### src/rtl/mem_block_mover.sv
// Block copy / block fill initiator for the nano-risc data memory port.
// One byte per READ/WRITE pair in copy mode, one byte per cycle in fill mode.
module mem_block_mover #(
    parameter int AW = 8,
    parameter int DW = 8
) (
    input  logic          clk,
    input  logic          rst,
    input  logic          start,
    input  logic          mode,
    input  logic [AW-1:0] src_addr,
    input  logic [AW-1:0] dst_addr,
    input  logic [AW-1:0] length,
    input  logic [DW-1:0] fill_val,
    output logic          busy,
    output logic          done,
    output logic [DW-1:0] sum,
    output logic [AW-1:0] mem_addr,
    output logic [DW-1:0] mem_wdata,
    output logic          mem_we,
    input  logic [DW-1:0] mem_rdata
);

    typedef enum logic [1:0] {
        IDLE  = 2'd0,
        READ  = 2'd1,
        WRITE = 2'd2,
        DONE  = 2'd3
    } state_t;

    state_t        state_q;
    logic [AW-1:0] src_q;
    logic [AW-1:0] dst_q;
    logic [AW-1:0] cnt_q;
    logic          mode_q;
    logic [DW-1:0] buf_q;
    logic [DW-1:0] sum_q;

    always_ff @(posedge clk or posedge rst) begin
        if (rst) begin
            state_q <= IDLE;
            src_q   <= '0;
            dst_q   <= '0;
            cnt_q   <= '0;
            mode_q  <= 1'b0;
            buf_q   <= '0;
            sum_q   <= '0;
        end else begin
            unique case (state_q)
                IDLE: begin
                    if (start) begin
                        src_q  <= src_addr;
                        dst_q  <= dst_addr;
                        cnt_q  <= length;
                        mode_q <= mode;
                        sum_q  <= '0;
                        if (length == '0) begin
                            state_q <= DONE;
                        end else if (mode) begin
                            buf_q   <= fill_val;
                            state_q <= WRITE;
                        end else begin
                            state_q <= READ;
                        end
                    end
                end
                READ: begin
                    buf_q   <= mem_rdata;
                    state_q <= WRITE;
                end
                WRITE: begin
                    sum_q <= sum_q + buf_q;
                    src_q <= src_q + AW'(1);
                    dst_q <= dst_q + AW'(1);
                    cnt_q <= cnt_q - AW'(1);
                    if (cnt_q == AW'(1)) begin
                        state_q <= DONE;
                    end else if (mode_q) begin
                        state_q <= WRITE;
                    end else begin
                        state_q <= READ;
                    end
                end
                DONE: begin
                    state_q <= IDLE;
                end
                default: begin
                    state_q <= IDLE;
                end
            endcase
        end
    end

    // Outputs decode registered state only, so reset clears them immediately.
    assign busy      = (state_q != IDLE);
    assign done      = (state_q == DONE);
    assign sum       = sum_q;
    assign mem_we    = (state_q == WRITE);
    assign mem_wdata = (state_q == WRITE) ? buf_q : '0;
    assign mem_addr  = (state_q == READ)  ? src_q :
                       (state_q == WRITE) ? dst_q : '0;

endmodule

### config.mk
export PLATFORM = sky130hd
export DESIGN_NAME = mem_block_mover
export DESIGN_NICKNAME = d
export VERILOG_FILES = /design/src/rtl/mem_block_mover.sv
export SDC_FILE = /design/constraint.sdc
export NUM_CORES = 1
export LEC_CHECK = 0
export CORE_MARGIN = 4
export CORE_UTILIZATION = 30
export DETAILED_ROUTE_END_ITERATION = 8
export GPL_ROUTABILITY_DRIVEN = 0
export HOLD_SLACK_MARGIN = 0.12
export PLACE_DENSITY = 0.61
export SYNTH_ARGS = -nofsm -noshare
export SYNTH_HDL_FRONTEND = slang
export SYNTH_SLANG_ARGS = --single-unit
### constraint.sdc
create_clock -name clk -period 2.3 [get_ports clk]
set_clock_uncertainty 0.2 [all_clocks]
set_input_delay 0.345 -clock clk [delete_from_list [all_inputs] [get_ports clk]]
set_output_delay 0.345 -clock clk [all_outputs]
set_load 0.05 [all_outputs]
==> impl.org <==
** Global routing
- The number of global-route vias before repair was 2360.
- Congestion Overflow GR :: 0
- Global routing used around 15% of the available tracks across all layers.
- The initial antenna violation count came to 0.
- The first global-routing pass estimated 11.8 mm of wire.
- Pin count of the biggest net entering global routing :: 37

** Synthesis
- Area leader, netlist :: sky130_fd_sc_hd__dfrtp_1
- Dominant cells by area after synthesis :: sky130_fd_sc_hd__dfrtp_1 (41%), sky130_fd_sc_hd__ha_1 (5.3%), sky130_fd_sc_hd__nand2_1 (4.7%)
- Ys flop type :: sky130_fd_sc_hd__dfrtp_1
- Register bit count reported by yosys :: 43
- The Yosys step of the flow raised 0 warnings.
- The number of nets handed over by synthesis was 353.
- Seq/Total Area, Yosys :: 41.1%
- After synthesis the cells add up to 0.00262 mm2.
- A synthesized cell averages between 8 and 9 um2.
- Gate count of the mapped netlist :: slightly below 300
- Share of synthesized flip-flops with an asynchronous set or reset :: 100%
- The number of different library cells used by synthesis comes to between 40 and 50.
- Portion of synthesized cell area occupied by the leading cell type :: 41.1%
- In this run, synthesis inferred 0 flip-flops with an integrated enable.

** Critical path
- Crit path required time :: between 1500 and 2000 ps
- Largest fanout of any net on the critical path :: 20
- Critical Path Start Type :: flip-flop
- Crit path arrival time :: 1650 ps
- The worst setup path is captured at an output port.
- The startpoint identified for the worst register-to-register timing path is state_q[0].
- Critical path start-end classification :: flip-flop to output port
- Worst setup path startpoint :: state_q[0]

** Power
- Registers are responsible for 25.5% of the overall power.
- Switch share :: 50.5%
- Portion of total power attributed to combinational logic :: 65.1%
- Net switching power of the design :: about 3 mW
- For this design the static power due to leakage is 1.50 nW.
- VDD sags by at most 0.000688 V.
- Pint :: 2.94 mW
- Power per cell area :: 1650 mW/mm2
- The share of total power dissipated in the clock network is a little under a tenth.

** Finish
- Relative to the synthesized area, the layout overhead comes to 37.4%.
- Final non-filler cell total :: 475
- In the final layout, the multi-input gates occupy ~0.0014 mm2.
- Summed area of non-filler cells in the final layout :: 0.00360 mm2
- The library cell used most frequently in the layout, excluding fill and tap cells, is sky130_fd_sc_hd__clkdlybuf4s50_1.
- Number of diodes :: 0
- Post-layout nets :: 425
- Storage element area :: 0.00108 mm2
- Commonest cells after routing, fill and taps aside :: sky130_fd_sc_hd__clkdlybuf4s50_1 (51), sky130_fd_sc_hd__dfrtp_1 (42), sky130_fd_sc_hd__nand2_1 (33)
- Counting the fill cells in the layout gives 827.
- Fraction of final layout cells with drive strength greater than 1 :: 14.9%

** Timing
- At the pin with the least slew margin, the transition time is 706 ps.
- Top achievable clock speed :: 456 MHz
- Count of final setup violators :: 0
- The max-slew violation count came to 0.
- Post-Route Hold Slack :: around 160 ps
- Setup repair after global routing left no endpoint under its margin.
- Final critical-path required period :: 2190 ps
- Setup total negative slack on the finished layout was measured at 0 ps.
- Number of failing hold endpoints at the final stage :: 0
- Measured against its own limit, the worst slew margin works out to 52.9%.
- Final period utilization :: 95.3%

** CTS
- Depth of the CTS H-tree :: 2
- In this run the deepest clock path goes through 2 buffers.
- Clock tree synthesis selected as its root buffer the cell sky130_fd_sc_hd__clkbuf_8.
- For the worst-skew pair, the clock arrives at the later sink with an insertion delay of just over 300 ps.
- Clock tree from TritonCTS :: done
- Sink count of the clock tree :: 43
- Post CTS Setup Buffer Count :: 0
- Clock input transition at the sequential cells of the worst setup and hold paths :: 90 ps
- Quantity of hold-fixing buffers added after cts :: 0
- Buffers inserted during clock tree synthesis total 5.

** Detailed routing
- Vias post-DR :: ~2400
- After detailed routing, the number of remaining DRC violations is 0.
- Remaining antenna violation count :: 0
- DRT Pass-1 Iters :: 4
- Total wire length :: 7.25 mm
- In the final routed layout, each cell accounts on average for around 15 um.
- DRC marker count from the first detailed-route iteration :: 98
- Per-cell via count in the routed design :: 5.15

** Placed design
- Placed Instances :: 467
- Placed cell area :: 0.00349 mm2
- Sum of net half-perimeters after detailed placement :: approximately 5.2 mm
- During placement, the flow inserted port buffers numbering 70.

** Floorplan
- Die extent in x :: between 100 and 150 um
- Number of placement rows :: 33
- Std-Cell Core Area :: 0.00834 mm2
- The die covers 0.0103 mm2.
- Starting utilization of the core area :: 31.4%
- The floorplan step set the die height to 101 um.
- Boundary pin count :: 71

** Flow run
- Max Cap Violations :: 0

** Hold path
- Hold crit path type :: input pin to asynchronous set/reset pin

** Run status
- The run finished with clean final reports.
==> timing repair <==
item                                    4_1_cts  5_1_grt
endpoints found under the hold margin         0        0
endpoints found under the setup margin        0       15
gates resized for setup                       0        3
==> worst max-delay path, stage by stage, from the launching register on <==
cell and delay (ps):
sky130_fd_sc_hd__dfrtp_1 450, sky130_fd_sc_hd__nand2b_1 200, sky130_fd_sc_hd__inv_2 70, sky130_fd_sc_hd__buf_4 230, sky130_fd_sc_hd__a22o_1 190, sky130_fd_sc_hd__buf_4 200
==> through the flow <==
stage               power [mW]  setup slack [ps]  util [%]
CTS                       5.98              62.5      43.1
finish                    5.94               109      43.2
global placement          5.34              39.2      41.8
floorplan                 4.19              83.6         -
detailed placement        5.40             -27.9      41.8
global route              6.44              29.7      43.2
==> path summary, 6_finish.rpt <==
kind,end,slack [ps],depth (start not counted)
worst max-delay path,mem_addr[1],110,5
min in group clk,cnt_q[7],280,1
max in group asynchronous,dst_q[3],1140,3
worst min register to register,cnt_q[7],280,1
worst min-delay path,buf_q[1],160,2
worst max register to register,dst_q[7],200,5
==> flip-flops by register name, summed over array words and instances (netlist names) <==
signal / cells
sum: 8
dst_q: 8
src_q: 8
state_q: 2
buf_q: 8
mode_q: 1
cnt_q: 8
==> layer usage <==
metal  GRT usage [%]  part of all wire (%)  up-vias
met1            19.7                    45     1137
met2            22.6                    47       83
met3            4.27                   7.3        8
li1                -                     -     1219
met4            4.19                   1.3        0
met5               0                     0        -
==> cell type report <==
type,instances,area share (%)
clock buffers,7,2.67
clock inverters,1,0.208
well taps,105,3.65
inverters,10,1.04
flip-flops and latches,43,29.9
repair buffers,81,22.6
multi-input cells,228,39.9
==> power groups by stage <==
stage               clock [mW]  combinational (mW)  sequential (mW)
CTS                      0.570                3.90             1.51
detailed placement           0                3.88             1.52
floorplan                    0                2.57             1.63
finish                   0.558                3.87             1.52
global placement             0                3.83             1.52
global route             0.604                4.25             1.58
==> synthesized netlist by cell type (2+ instances only) <==
master and n:
sky130_fd_sc_hd__dfrtp_1 43, sky130_fd_sc_hd__nand2_1 33, sky130_fd_sc_hd__nor2_1 25, sky130_fd_sc_hd__o21ai_0 24, sky130_fd_sc_hd__a21oi_1 23, sky130_fd_sc_hd__nand3_1 18
sky130_fd_sc_hd__buf_2 11, sky130_fd_sc_hd__ha_1 11, sky130_fd_sc_hd__and2_1 10, sky130_fd_sc_hd__inv_1 9, sky130_fd_sc_hd__mux2i_1 9, sky130_fd_sc_hd__nor3_1 8
sky130_fd_sc_hd__a22o_1 7, sky130_fd_sc_hd__a211oi_1 5, sky130_fd_sc_hd__a221o_1 5, sky130_fd_sc_hd__a31oi_1 4, sky130_fd_sc_hd__and3_1 4, sky130_fd_sc_hd__a311oi_1 3
sky130_fd_sc_hd__clkbuf_1 3, sky130_fd_sc_hd__nor3b_1 3, sky130_fd_sc_hd__o22ai_1 3, sky130_fd_sc_hd__xnor2_1 3, sky130_fd_sc_hd__a21o_1 2, sky130_fd_sc_hd__nand2b_1 2
sky130_fd_sc_hd__nand4_1 2, sky130_fd_sc_hd__nor2_2 2, sky130_fd_sc_hd__o21a_1 2, sky130_fd_sc_hd__o221a_2 2, sky130_fd_sc_hd__or4_4 2
==> cell families after synthesis <==
group | share of synthesized area [%]
adder cells (fa/ha/maj) | 6.01
XOR/XNOR | 1.34
buffers and inverters | 4.53
AND/OR/NAND/NOR | 21.5
AO/OA/AOI/OAI | 22.1
multiplexers | 3.44
flip-flops | 41.1
Note: power is estimated with default switching activity, not from simulation.
